===== config.mk =====
export PLATFORM = sky130hd
export DESIGN_NAME = alu32_seqmul
export DESIGN_NICKNAME = d
export VERILOG_FILES = /design/src/rtl/alu32_seqmul.sv
export SDC_FILE = /design/constraint.sdc
export NUM_CORES = 1
export LEC_CHECK = 0
export ABC_AREA = 1
export CORE_UTILIZATION = 39
export CTS_CLUSTER_DIAMETER = 40
export DETAILED_ROUTE_END_ITERATION = 12
export GPL_ROUTABILITY_DRIVEN = 1
export GPL_TIMING_DRIVEN = 0
export MAX_ROUTING_LAYER = met4
export PLACE_DENSITY_LB_ADDON = 0.25
export SKIP_CTS_REPAIR_TIMING = 1
export SYNTH_ARGS = -nofsm -noshare
export SYNTH_HDL_FRONTEND = slang
export SYNTH_SLANG_ARGS = --single-unit

===== constraint.sdc =====
create_clock -name clk -period 3.1 [get_ports clk]
set_input_delay 0.775 -clock clk [delete_from_list [all_inputs] [get_ports clk]]
set_output_delay 0.775 -clock clk [all_outputs]
set_load 0.02 [all_outputs]

===== src/rtl/alu32_seqmul.sv =====
// 32-bit execute-stage ALU. Seven operations are purely combinational.
// MUL is a shift-add multiplier that retires one multiplier bit per clock.
// A new multiply starts on the first edge that sees aluop=MUL while idle.
// The product is on result after the 33rd edge. There is no busy flag, so
// the consumer must wait out that latency.
module alu32_seqmul #(
    parameter int WIDTH = 32
) (
    input  logic             clk,
    input  logic             rst,      // asynchronous, active-low
    input  logic [WIDTH-1:0] a,
    input  logic [WIDTH-1:0] b,
    input  logic [2:0]       aluop,
    output logic [WIDTH-1:0] result
);

    localparam logic [2:0] OP_ADD = 3'b000;
    localparam logic [2:0] OP_SUB = 3'b001;
    localparam logic [2:0] OP_MUL = 3'b010;
    localparam logic [2:0] OP_XOR = 3'b011;
    localparam logic [2:0] OP_AND = 3'b100;
    localparam logic [2:0] OP_OR  = 3'b101;
    localparam logic [2:0] OP_SLT = 3'b110;
    localparam logic [2:0] OP_NOR = 3'b111;

    localparam logic [1:0] S_IDLE = 2'd0;
    localparam logic [1:0] S_RUN  = 2'd1;
    localparam logic [1:0] S_DONE = 2'd2;

    // When cnt_q equals this value, the current RUN edge performs the 32nd
    // iteration.
    localparam logic [5:0] LAST_ITER = 6'd31;

    logic [1:0]       state_q, state_d;
    logic [WIDTH-1:0] ma_q, ma_d;   // shifted multiplicand
    logic [WIDTH-1:0] mb_q, mb_d;   // shifted multiplier
    logic [WIDTH-1:0] p_q, p_d;     // running product
    logic [5:0]       cnt_q, cnt_d;
    logic [WIDTH-1:0] la_q, la_d;   // operands captured at start
    logic [WIDTH-1:0] lb_q, lb_d;

    logic is_mul;
    assign is_mul = (aluop == OP_MUL);

    // Multiplier sequencing: load on start, then one shift-add per edge.
    // Only the low WIDTH bits of the unsigned product are kept. These bits
    // equal the signed product modulo 2^WIDTH, so no sign fix-up is needed.
    always_comb begin
        state_d = state_q;
        ma_d    = ma_q;
        mb_d    = mb_q;
        p_d     = p_q;
        cnt_d   = cnt_q;
        la_d    = la_q;
        lb_d    = lb_q;
        case (state_q)
            S_IDLE: begin
                if (is_mul) begin
                    ma_d    = a;
                    mb_d    = b;
                    la_d    = a;
                    lb_d    = b;
                    p_d     = '0;
                    cnt_d   = '0;
                    state_d = S_RUN;
                end
            end
            S_RUN: begin
                if (!is_mul) begin
                    // Abort: the partial product is left visible in P.
                    state_d = S_IDLE;
                end else begin
                    if (mb_q[0]) begin
                        p_d = p_q + ma_q;
                    end
                    ma_d  = ma_q << 1;
                    mb_d  = mb_q >> 1;
                    cnt_d = cnt_q + 6'd1;
                    if (cnt_q == LAST_ITER) begin
                        state_d = S_DONE;
                    end
                end
            end
            S_DONE: begin
                // Hold P until the request changes. The next MUL edge then
                // starts a new multiply.
                if (!is_mul || (a != la_q) || (b != lb_q)) begin
                    state_d = S_IDLE;
                end
            end
            default: begin
                state_d = S_IDLE;
            end
        endcase
    end

    // Multiplier state registers, cleared immediately by reset.
    always_ff @(posedge clk or negedge rst) begin
        if (!rst) begin
            state_q <= S_IDLE;
            ma_q    <= '0;
            mb_q    <= '0;
            p_q     <= '0;
            cnt_q   <= '0;
            la_q    <= '0;
            lb_q    <= '0;
        end else begin
            state_q <= state_d;
            ma_q    <= ma_d;
            mb_q    <= mb_d;
            p_q     <= p_d;
            cnt_q   <= cnt_d;
            la_q    <= la_d;
            lb_q    <= lb_d;
        end
    end

    // Result mux. Every path except MUL is combinational. MUL shows P,
    // including the partial values while the multiply is still running.
    always_comb begin
        result = '0;
        case (aluop)
            OP_ADD: result = a + b;
            OP_SUB: result = a - b;
            OP_MUL: result = p_q;
            OP_XOR: result = a ^ b;
            OP_AND: result = a & b;
            OP_OR:  result = a | b;
            OP_SLT: result = {{(WIDTH-1){1'b0}}, ($signed(a) < $signed(b))};
            OP_NOR: result = ~(a | b);
            default: result = '0;
        endcase
    end

endmodule


==> impl_results.md, run 1 <==
* Leak pwr at 10.3 nW
* Largest net degree at the start of global routing at 99
* Routed wire length at 79,100 um
* Post-synthesis sequential area ratio at 0.264
* Final min period at 3.55 ns
* Total CTS buffers at 17
* Status: complete, but fails checks
* Clock-pin slew on the worst setup and hold paths at 0.07 ns
* Post-synthesis simple-gate area fraction at 0.300
* Clk sinks at 168
* DR WL met3 at 8230 um
* Tot GR Track Use at 0.373
* Crit-path max FO at 8
* Slew @ Worst Pin at 0.835 ns
* CP Cell Sequence: buf_12 -> clkinvlp_4 -> ha_4 -> clkinv_8 -> nand2_2 -> nand2_1 -> nand2_2 -> nand3_4 -> nand2_2 -> nand3_2 -> o21ai_0 -> nand4_1 -> buf_4
* 1st-iter DRT viols at 2,090
* Buf+Inv Stages, Crit Path at 4
* First-pass GRT wire length at 109,000 um
* XOR/XNOR share of the synthesized area at 0.0231
* Slowest CP cell: ha_4
* Grt ovf at 0
* Yosys reg bits at 168
* Failing checks: negative setup slack
* Compound-Gate Fraction of Synth Area at 0.191
* Starting density of the core at 0.399
* Fraction of the mapped netlist area in adder cells at 0.104
* Synthesized Nets at 2,697
* First drt pass iteration count at 9
* Die Wd at 204 um
* Largest family of logic cells by synthesized area: simple AND/OR/NAND/NOR gates
* Filler cells at 3,913
* Met2 routed wirelength at 32,700 um
* DP HPWL at 63,100 um
* Most common cell after layout, fill and taps aside: nand2_1
* Finished Layout Cells at 3,284
* H-Tree Depth at 4
* Cell variety after synth at 50
* Vias/cell at 5.78
* Sequential power share at 0.315
* Die H at 204 um
* Post-Syn Area at 15,900 um^2
* CTS tree: built
* Max Cap Violations at 0
* Relative slew margins at 0.443
* WL per Instance at 24.1 um
* I/O pin total at 101
* Most frequent cells in the layout: nand2_1, inv_1, dfrtp_1, nor2_1, o21ai_0
* Critical path arrival at 2.77 ns
* Crit path kind: input pin to primary output
* HP Class: input pin to asynchronous set/reset pin
* Clock latency on the worst-skew pair at 0.47 ns
* Final setup margin at -0.448 ns
* Drc violations at 0
* Part of the cycle the worst path needs at 1.14
* ANT nets after route at 0
* Cell taking the most area after synthesis: dfrtp_1
* CP most frequent cell: nand2_2
* Final nets at 2,946
* RSZ-0062 raised after global routing: yes
* Final Instance Area at 21,800 um^2
* Switching Share at 0.419
* Clock buffer depth at 2
* Rows at 73
* Multiplexer share of the synthesized area at 0
* Hold Vio Cnt, Final at 0
* Antenna violations before repair at 2
* Share of total power in the clock network at 0.256
* Fmax achieved at 282 MHz
* Worst Setup End Kind: primary output
* Max VDD drop at 0.416 mV
* Place WS at -2.12 ns
* Dpl cell area at 17,700 um^2
* Area grow syn2layout at 37.0%
* Power Density at 405 nW/um^2
* Setup crit start kind: input pin
* Root buffer cell: clkbuf_16
* Die Area at 41,700 um^2
* Critical Path RT at 2.32 ns
* Top-area cell type share of the netlist area at 0.264
* Via count at 19.0k
* Slew Viols, Final at 0
* Uppermost layer routed: met4
* Mapped Cells at 2,497
* Placer Congestion at 1.03
* Syn Area/Cell at 6.39 um^2
* R2r setup slk at 0.40 ns
* Hold Worst Slack at 0.254 ns
* Synth area leaders: dfrtp_1, nand2_1, ha_1
* Final setup fails at 30
* FF/Latch Area at 4200 um^2
* Vias in the first global route at 16.7k
* Core Box Area at 40,000 um^2
* Placed cells at 3,122
* Crit path max-delay family: simple AND/OR/NAND/NOR gates
* Yosys Warn Count at 0
* # port buffers at 99
* Layout cells sized above 1 at 0.291
* Pint at 5.14 mW
* Worst Skew at 0.0177 ns
* CP peak stage delay at 0.41 ns
* Multi-input combinational cell area at 11,900 um^2
* M1 wire length at 34,800 um
* Logic pwr share at 0.429
* Net Sw Power at 3.71 mW
==> sequential cells by signal (all words and copies together) (netlist names) <==
| register | flops |
|---|---|
| ma_q | 32 |
| p_q | 32 |
| lb_q | 32 |
| cnt_q | 6 |
| mb_q | 32 |
| state_q | 2 |
| la_q | 32 |
==> power groups by stage <==
stage          combinational, mW  clock, mW  sequential [mW]
6_report                    3.80       2.26             2.78
5_1_grt                     4.06       2.34             2.81
4_1_cts                     2.90       2.27             2.78
3_5_place_dp                2.88          0             2.82
3_3_place_gp                2.85          0             2.81
2_1_floorplan               1.79          0             2.73
==> path summary, 6_finish.rpt <==
path                                      from              endpoint  depth (start not counted)
setup reg to reg           ma_q[0]$_DFFE_PN0P_   p_q[28]$_DFFE_PN0P_                         12
max in group asynchronous                  rst  la_q[10]$_DFFE_PN0P_                          2
min in group clk           mb_q[1]$_DFFE_PN0P_   mb_q[1]$_DFFE_PN0P_                          2
setup / recovery                          b[2]            result[13]                         13
hold reg to reg            mb_q[1]$_DFFE_PN0P_   mb_q[1]$_DFFE_PN0P_                          2
hold / removal                             rst   p_q[25]$_DFFE_PN0P_                          1
==> synth_stat cells (all sizes together) <==
cell type and count:
a2111oi 4, a211oi 7, a21boi 1, a21o 3
a21oi 135, a221oi 12, a22o 1, a22oi 12
a31o 1, a31oi 4, and2 1, and3 1
buf 54, clkbuf 33, clkinv 1, dfrtp 168
fa 3, ha 128, inv 386, nand2 673
nand3 161, nand3b 3, nand4 40, nor2 218
nor3 33, nor3b 1, nor4 14, o2111ai 3
o211ai 61, o21a 3, o21ai 245, o21bai 14
o221ai 8, o22ai 15, o31ai 2, or2 6
xnor2 14, xor2 28
==> stage by stage <==
step            util  setup TNS, ns  power [mW]
5_1_grt        0.546         -11.24        9.22
2_1_floorplan      -        -0.0389        4.51
3_5_place_dp   0.442         -62.33        5.70
3_3_place_gp   0.441       -1063.36        5.66
4_1_cts        0.457         -59.48        7.94
6_report       0.546          -9.60        8.84
==> metal layers <==
layer  vias to the layer above  global-route usage
met5                         -                   -
li1                       8698                   -
met3                       130              0.0587
met4                         0               0.141
met2                      1039               0.522
met1                      9121               0.534
==> cell type report <==
type | count | share of cell area
repair buffers | 231 | 0.0978
plain buffers | 86 | 0.0300
clock inverters | 13 | 0.00728
diodes | 1 | 0.000115
multi-input cells | 1855 | 0.547
well taps | 525 | 0.0301
inverters | 387 | 0.0752
flip-flops and latches | 168 | 0.192
clock buffers | 18 | 0.0201
==> logic make-up (layout without fill, tap and decap cells) <==
| logic type | after synthesis | after routing |
|---|---|---|
| other | 0 | 1 |
| AND/OR/NAND/NOR | 1151 | 1151 |
| flip-flops | 168 | 168 |
| adder cells (fa/ha/maj) | 131 | 131 |
| buffers and inverters | 474 | 735 |
| XOR/XNOR | 42 | 42 |
| AO/OA/AOI/OAI | 531 | 531 |
==> worst reg2reg max path: stages (launching register included) <==
cell and delay [ns]:
dfrtp_1 0.47, ha_1 0.30, fa_1 0.44, nand3_1 0.11
nand3_1 0.22, nand2_1 0.13, nand3_1 0.24, nand2_1 0.13
nand2_1 0.13, nand3b_1 0.20, nand3_1 0.10, nand3_1 0.09
nand2_1 0.05
No activity file was read; power rests on OpenSTA's default activity.
==> inputs of run 2 (changes only) <==
ABC_CLOCK_PERIOD_IN_PS = 3100   (was unset)
==> results of run 2 <==
Final layout, timing and power as in run 1 (identical DEF).
